## src/rtl/ctrl_word_executor.sv

```systemverilog
// rtl/ctrl_word_executor.sv - control-word executor: register file + ALU behind cmd/rsp valid/ready handshakes
// One command in flight: IDLE accepts, EXEC computes and writes back, RESP holds the result until taken.
module ctrl_word_executor #(
  parameter int DATA_W = 8,
  parameter int NREG   = 4,
  localparam int IDX_W = $clog2(NREG)
) (
  input  logic              clk,
  input  logic              rst_n,
  input  logic              ena,
  input  logic              cmd_valid,
  output logic              cmd_ready,
  input  logic [3:0]        cmd_op,
  input  logic [IDX_W-1:0]  cmd_dst,
  input  logic [IDX_W-1:0]  cmd_src,
  input  logic [DATA_W-1:0] cmd_imm,
  output logic              rsp_valid,
  input  logic              rsp_ready,
  output logic [DATA_W-1:0] rsp_data,
  output logic [2:0]        rsp_flags
);

  typedef enum logic [1:0] {IDLE, EXEC, RESP} state_t;

  localparam logic [DATA_W:0] ONE_X = {{DATA_W{1'b0}}, 1'b1};

  state_t            state;
  logic              armed;
  logic              carry_q;
  logic [3:0]        op_q;
  logic [IDX_W-1:0]  dst_q;
  logic [IDX_W-1:0]  src_q;
  logic [DATA_W-1:0] imm_q;
  logic [DATA_W-1:0] regs [NREG];

  logic [DATA_W-1:0] opa, opb, res;
  logic [DATA_W:0]   ext;
  logic              c_new, c_upd, wr, err;

  // armed keeps cmd_ready low while reset is held and for the first edge after release
  assign cmd_ready = armed && ena && (state == IDLE);

  always_comb begin
    opa   = regs[dst_q];
    opb   = regs[src_q];
    ext   = '0;
    res   = '0;
    c_new = carry_q;
    c_upd = 1'b0;
    wr    = 1'b1;
    err   = 1'b0;
    case (op_q)
      4'd0:  wr = 1'b0;
      4'd1:  res = imm_q;
      4'd2:  res = opb;
      4'd3: begin
        ext = {1'b0, opa} + {1'b0, opb};
        {c_new, res} = ext;
        c_upd = 1'b1;
      end
      4'd4: begin
        // the extra top bit of the widened difference is the borrow
        ext = {1'b0, opa} - {1'b0, opb};
        {c_new, res} = ext;
        c_upd = 1'b1;
      end
      4'd5:  res = opa & opb;
      4'd6:  res = opa | opb;
      4'd7:  res = opa ^ opb;
      4'd8: begin
        c_new = opa[DATA_W-1];
        res   = {opa[DATA_W-2:0], 1'b0};
        c_upd = 1'b1;
      end
      4'd9: begin
        c_new = opa[0];
        res   = {1'b0, opa[DATA_W-1:1]};
        c_upd = 1'b1;
      end
      4'd10: begin
        ext = {1'b0, opa} + ONE_X;
        {c_new, res} = ext;
        c_upd = 1'b1;
      end
      4'd11: begin
        ext = {1'b0, opa} - ONE_X;
        {c_new, res} = ext;
        c_upd = 1'b1;
      end
      4'd12: begin
        wr  = 1'b0;
        res = opb;
      end
      4'd13: begin
        ext = {1'b0, opa} + {1'b0, imm_q};
        {c_new, res} = ext;
        c_upd = 1'b1;
      end
      default: begin
        wr  = 1'b0;
        err = 1'b1;
      end
    endcase
  end

  always_ff @(posedge clk or negedge rst_n) begin
    if (!rst_n) begin
      state     <= IDLE;
      armed     <= 1'b0;
      carry_q   <= 1'b0;
      op_q      <= '0;
      dst_q     <= '0;
      src_q     <= '0;
      imm_q     <= '0;
      rsp_valid <= 1'b0;
      rsp_data  <= '0;
      rsp_flags <= '0;
      for (int i = 0; i < NREG; i++) regs[i] <= '0;
    end else begin
      armed <= 1'b1;
      case (state)
        IDLE: begin
          if (cmd_valid && cmd_ready) begin
            op_q  <= cmd_op;
            dst_q <= cmd_dst;
            src_q <= cmd_src;
            imm_q <= cmd_imm;
            state <= EXEC;
          end
        end
        EXEC: begin
          if (wr) regs[dst_q] <= res;
          if (c_upd) carry_q <= c_new;
          rsp_data  <= res;
          rsp_flags <= {err, c_upd ? c_new : carry_q, !err && (res == '0)};
          rsp_valid <= 1'b1;
          state     <= RESP;
        end
        RESP: begin
          if (rsp_ready) begin
            rsp_valid <= 1'b0;
            state     <= IDLE;
          end
        end
        default: state <= IDLE;
      endcase
    end
  end

endmodule
```

## config.mk

```make
export PLATFORM = sky130hd
export DESIGN_NAME = ctrl_word_executor
export DESIGN_NICKNAME = d
export VERILOG_FILES = /design/src/rtl/ctrl_word_executor.sv
export SDC_FILE = /design/constraint.sdc
export NUM_CORES = 1
export LEC_CHECK = 0
export BUFFER_PORTS_ARGS = -buffer_cell sky130_fd_sc_hd__buf_2
export CAP_MARGIN = 10
export CORE_ASPECT_RATIO = 0.75
export CORE_MARGIN = 5
export CORE_UTILIZATION = 50
export DETAILED_ROUTE_END_ITERATION = 8
export PLACE_DENSITY = 0.68
export SLEW_MARGIN = 20
export SYNTH_ARGS = -nofsm -noshare
export SYNTH_HDL_FRONTEND = slang
export SYNTH_SLANG_ARGS = --single-unit
export TNS_END_PERCENT = 20
```

## constraint.sdc

```tcl
create_clock -name clk -period 6.9 [get_ports clk]
set_input_delay 0.69 -clock clk [delete_from_list [all_inputs] [get_ports clk]]
set_output_delay 0.69 -clock clk [all_outputs]
set_load 0.01 [all_outputs]
```

==> results by group, run 1 <==
Run status
  • Status: complete, no violations

Routing
  • Via Count: 4695
  • Antenna viol nets, final: 0
  • DRC Markers: 0
  • Routed WL: 14.9 mm
  • Vias/cell: between 6 and 7
  • Iteration-0 DRC Markers: 580
  • First-pass iteration count of the detailed router: 5
  • DR WL/cell: 20.5 um

Clock tree
  • Clk buf depth: 2
  • Hold buffers post-CTS: 0
  • CTS Buf Count: 9
  • Clk_lat worst skew: 0.33 ns
  • CTS sink count: 63
  • CTS tree: built
  • Htree depth: 3
  • Post-CTS sizing: 0
  • Root buffer cell: clkbuf_16
  • Post-CTS Setup Repair Bufs: 0
  • CTS clk-pin slew, worst paths: 0.06 ns

Die
  • Die ar.: 0.0124 mm2
  • Die width: 127 um
  • Die H: 97.7 um
  • Starting Density: 0.504
  • Core area: 0.0102 mm2
  • # IOs: 34
  • Core Rows: 32

Finish
  • Fin area: 0.00569 mm2
  • Layout area overhead: 10.9%
  • Most frequent cells in the layout: nand2_1, dfrtp_1, nor2_1, a21oi_1, o21ai_0
  • N_diodes: 0
  • Sequential cell area: 0.00158 mm2
  • Layout cells sized above 1: 0.164
  • Area of the multi-input gates: 0.00327 mm2
  • NumNets Final: between 600 and 700
  • Post-Layout Cell Count: between 700 and 800
  • Fillers: 930
  • Most common cell after layout, fill and taps aside: nand2_1

Setup path
  • FF-to-FF path depth: 10
  • Slowest-stage cell, CP: mux4_2
  • Worst path arrival time: 4.54 ns
  • Internal reg-to-reg setup slack: 2.58 ns
  • CP peak stage delay: about 0.7 ns
  • Worst Path Required: 7.12 ns
  • CP cell instances: mux4_2 > ha_1 > fa_1 > a21o_1 > a21oi_1 > mux2i_1 > o2111ai_1 > nor4_2 > nand4_1 > o41ai_2
  • Worst Path Max Fanout: 13
  • Setup Crit Path Kind: flip-flop to flip-flop
  • Critical Path End Type: flip-flop
  • Startpoint types: flip-flop

Logic synthesis
  • Syn_nets: 637
  • Sequential area share after synthesis: 0.308
  • Most used flip-flop cell after synthesis: dfrtp_1
  • Register bit total from synthesis: between 60 and 70
  • Synth Warn #: 0
  • Post-synth EDFFs: 0
  • Cell variety after synth: 75
  • Syn avg cell area: slightly below 9 um2
  • Post-Syn Area: 0.00513 mm2
  • Gate Count Post-Synth: 576
  • Synth async-reset ratio: 1.00

Timing
  • Setup Skew: 0.00386 ns
  • Max-slew headroom: 0.352
  • Unrepaired setup endpoints after global routing: no
  • Final Hold Viols: 0
  • Finish-stage setup viols: 0
  • Pins Over Slew Limit: 0
  • Final min period: 4.32 ns
  • Setup TNS: 0 ns
  • Period utilisation layout: 0.626
  • F_max: 0.232 GHz
  • Worst-Margin Slew: 0.959 ns

GRT
  • First-pass GRT wire length: 24.0 mm
  • Largest net degree at the start of global routing: 64
  • GR Util All Layers: 0.241
  • Number of antenna violations at the first check in global routing: 0
  • Vias in the first global route: 4377
  • GR Overflow Total: 0

Placed design
  • Post-DP HPWL: between 10 and 15 mm
  • Port bufs: 33
  • Placed insts: ~700
  • GPL Wtd Cong: ~0.96
  • Post-DP Area: 0.00535 mm2

Power
  • Peak supply drop: 0.302 mV
  • P_leak: 0.00252 uW
  • Pwr Density: 530 mW/mm2

Job
  • Max Cap Viol: 0

Worst hold path
  • HP Class: flip-flop to flip-flop
  • WHS Path Cells: 2
final cells by class:
cell class	count	share of cell area
clock buffers	9	0.0396
clock inverters	7	0.0183
inverters	33	0.0218
multi-input cells	441	0.575
flip-flops and latches	63	0.277
well taps	136	0.0299
repair buffers	40	0.0383
logic make-up after synthesis:
family	Yosys count	synth area share
mux	44	0.132
simple gates	199	0.196
xor+xnor	7	0.0120
compound gates	150	0.192
buf+inv	72	0.0571
other cells	1	0.000732
flops	63	0.308
fa+ha+maj	40	0.102
layer usage:
metal | track usage | routed length [um] | vias up
met2 | 0.356 | 6600 | 238
met1 | 0.359 | 6720 | 2287
met3 | 0.0379 | 1230 | 47
met4 | 0.0783 | 391 | 0
li1 | - | - | 2123
met5 | 0 | 0 | -
metrics by stage:
stage	power (uW)	setup WS, ns	hold WS (ns)	utilization
3_5_place_dp	2440	2.51	0.470	0.526
4_1_cts	2970	2.47	0.483	0.559
3_3_place_gp	2400	2.65	0.463	0.526
6_report	3020	2.58	0.480	0.559
5_1_grt	3210	2.41	0.509	0.559
2_1_floorplan	1970	3.31	0.394	-
flip-flops by register name, summed over array words and instances, names as in the netlist:
signal,count
imm_q,8
op_q,4
src_q,2
regs,32
rsp_valid,1
rsp_data,8
dst_q,2
rsp_flags,3
armed,1
state,2
cell usage after synthesis, types with 5 or more instances:
cell type	n	area [um2]
nand2_1	71	267
dfrtp_1	63	1580
nor2_1	46	173
a21oi_1	42	210
o21ai_0	41	205
ha_1	37	463
inv_1	32	120
clkbuf_1	25	93.8
mux2_2	17	191
nor3_1	15	75.1
mux4_2	12	270
mux2i_1	11	110
nand3_1	10	50.1
buf_2	9	45.0
nand2b_1	7	43.8
nor2b_1	6	37.5
nor3b_1	6	45.0
o211ai_1	6	45.0
or3_1	6	37.5
a211oi_1	5	37.5
a21o_1	5	37.5
a221o_1	5	50.1
final timing paths:
kind,from,end
worst min register to register,rsp_flags[2],rsp_flags[2]
min in group asynchronous,rst_n,rsp_data[2]
worst min-delay path,rsp_flags[2],rsp_flags[2]
worst max-delay path,dst_q[0],rsp_flags[0]
max in group asynchronous,rst_n,rsp_flags[0]
worst max register to register,dst_q[0],rsp_flags[0]
power by group:
part / internal (uW) / leakage [uW] / switching (uW) / total, uW
sequential: 504 / 0.000805 / 134 / 638
clock: 320 / 0.000154 / 178 / 498
combinational: 728 / 0.00156 / 1150 / 1880
critical path: cells and delay by family (launching register included):
kind | cells | cell delay (ns)
compound gates | 4 | 0.88
fa+ha+maj | 2 | 0.77
flops | 1 | 0.70
mux | 2 | 0.98
simple gates | 2 | 0.87
(Power assumes the default switching activity.)
==> inputs of run 2 (changes only) <==
==> constraint.sdc (replaced) <==
create_clock -name clk -period 4.3 [get_ports clk]
set_input_delay 0.43 -clock clk [delete_from_list [all_inputs] [get_ports clk]]
set_output_delay 0.43 -clock clk [all_outputs]
set_load 0.01 [all_outputs]
==> results by group, run 2 (synthesis results as in run 1) <==
Job
  • Max Cap Viol: 0

Routing
  • Routed WL: 15.0 mm
  • Vias/cell: 6.29
  • DR WL/cell: 20.1 um
  • Iteration-0 DRC Markers: 497
  • Antenna viol nets, final: 0
  • Via Count: 4677
  • First-pass iteration count of the detailed router: 5
  • DRC Markers: 0

Clock tree
  • Post-CTS sizing: 0
  • CTS sink count: 63
  • Post-CTS Setup Repair Bufs: 0
  • CTS Buf Count: 9
  • Clk_lat worst skew: 0.33 ns
  • Hold buffers post-CTS: 0
  • CTS tree: built
  • Root buffer cell: clkbuf_16
  • CTS clk-pin slew, worst paths: 0.06 ns
  • Clk buf depth: 2
  • Htree depth: 3

Setup path
  • Worst Path Max Fanout: 13
  • Slowest-stage cell, CP: dfrtp_1
  • Worst path arrival time: 4.17 ns
  • CP peak stage delay: around 0.7 ns
  • CP most frequent cell: inv_1
  • Setup Crit Path Kind: flip-flop to flip-flop
  • Number of buffers and inverters on the critical path: 2
  • Critical path's top delay family: compound AO/OA/AOI/OAI gates
  • Startpoint types: flip-flop
  • Worst Path Required: 4.52 ns
  • Critical Path End Type: flip-flop
  • CP cell instances: mux4_2 > inv_1 > ha_1 > inv_1 > fa_1 > nor3b_1 > o31ai_1 > or3_1 > a21oi_1 > a211oi_2 > o211ai_2 > o41ai_2

GRT
  • Number of antenna violations at the first check in global routing: 0
  • First-pass GRT wire length: 24.5 mm
  • Vias in the first global route: 4551
  • GR Util All Layers: 0.245
  • GR Overflow Total: 0
  • Largest net degree at the start of global routing: 39

Power
  • P_leak: 0.00256 uW
  • Power consumption: 4790 uW
  • Clock power share: 0.142
  • Register share of total power: 0.220
  • P_sw: approximately 2300 uW
  • Pwr Density: about 840 mW/mm2
  • Peak supply drop: 0.421 mV
  • Logic pwr share: 0.638
  • Internal cell power: ~2500 uW
  • Sw frac: 0.488

Timing
  • Unrepaired setup endpoints after global routing: no
  • Period utilisation layout: 0.918
  • Setup TNS: 0 ns
  • Pins Over Slew Limit: 0
  • Setup Skew: 0.00585 ns
  • F_max: between 0.2 and 0.3 GHz
  • Worst-Margin Slew: 1.17 ns
  • Final Hold Viols: 0
  • Max-slew headroom: 0.210
  • Final min period: between 3 and 4 ns
  • Finish-stage setup viols: 0

Finish
  • Util after Layout: 0.564
  • Post-Layout Cell Count: 743
  • NumNets Final: 663
  • Layout area overhead: 11.8%
  • N_diodes: 0
  • Top reg by flops: regs
  • Max FFs per register: 32
  • Most common cell after layout, fill and taps aside: nand2_1
  • Fin area: 0.00573 mm2
  • Most frequent cells in the layout: nand2_1, dfrtp_1, nor2_1, a21oi_1, o21ai_0
  • Layout cells sized above 1: 0.180
  • Biggest regs: regs x32, imm_q x8, rsp_data x8

Placed design
  • Post-DP Area: 0.00545 mm2
  • GPL Wtd Cong: 1.01
  • Post-DP HPWL: 11.1 mm
  • Port bufs: 33
  • Placed insts: 727

Die
  • Core area: 0.0102 mm2
  • Die width: 127 um
  • # IOs: 34
  • Die ar.: 0.0124 mm2
  • Die H: 97.7 um
  • Core Rows: 32
  • Starting Density: 0.504

Run status
  • Status: complete, no violations

Worst hold path
  • HP Class: input port to async pin
-- run 2: metrics by stage --
| stage | hold slack (ns) | setup WS, ns |
|---|---|---|
| after global routing | 0.150 | 0.168 |
| final | 0.101 | 0.352 |
| after floorplan | 0.134 | 0.706 |
| after CTS | 0.120 | 0.432 |
| after global placement | 0.460 | 0.501 |
| after detailed placement | 0.468 | 0.461 |
-- run 2: power by group through the flow --
stage	registers [uW]	logic, uW	clock network [uW]
after floorplan	944	2210	0
after global placement	1040	2880	0
after detailed placement	1050	2960	0
after CTS	1050	2990	688
after global routing	1080	3330	727
final	1050	3060	679
-- run 2: layer usage --
layer  share of wire  GRT usage
met5               0          0
met4           0.017     0.0651
met3           0.090     0.0582
met2            0.44      0.362
met1            0.45      0.358
-- run 2: cell type report --
cell class                 count  area [um2]
fill                         897        4440
multi-input combinational    441        3260
sequential                    63        1580
timing repair buffer          54         323
clock buffer                   9         225
tap                          136         170
inverter                      33         124
clock inverter                 7        56.3
-- run 2: final timing paths --
check	start	slack, ns	depth (start not counted)	to
worst max-delay path	dst_q[0]	0.35	12	rsp_flags[0]
worst min-delay path	rst_n	0.10	1	src_q[0]
worst max register to register	dst_q[0]	0.35	12	rsp_flags[0]
worst min register to register	rsp_data[4]	0.48	2	rsp_data[4]
max in group asynchronous	rst_n	3.29	2	rsp_flags[1]
min in group clk	cmd_imm[7]	0.29	3	imm_q[7]
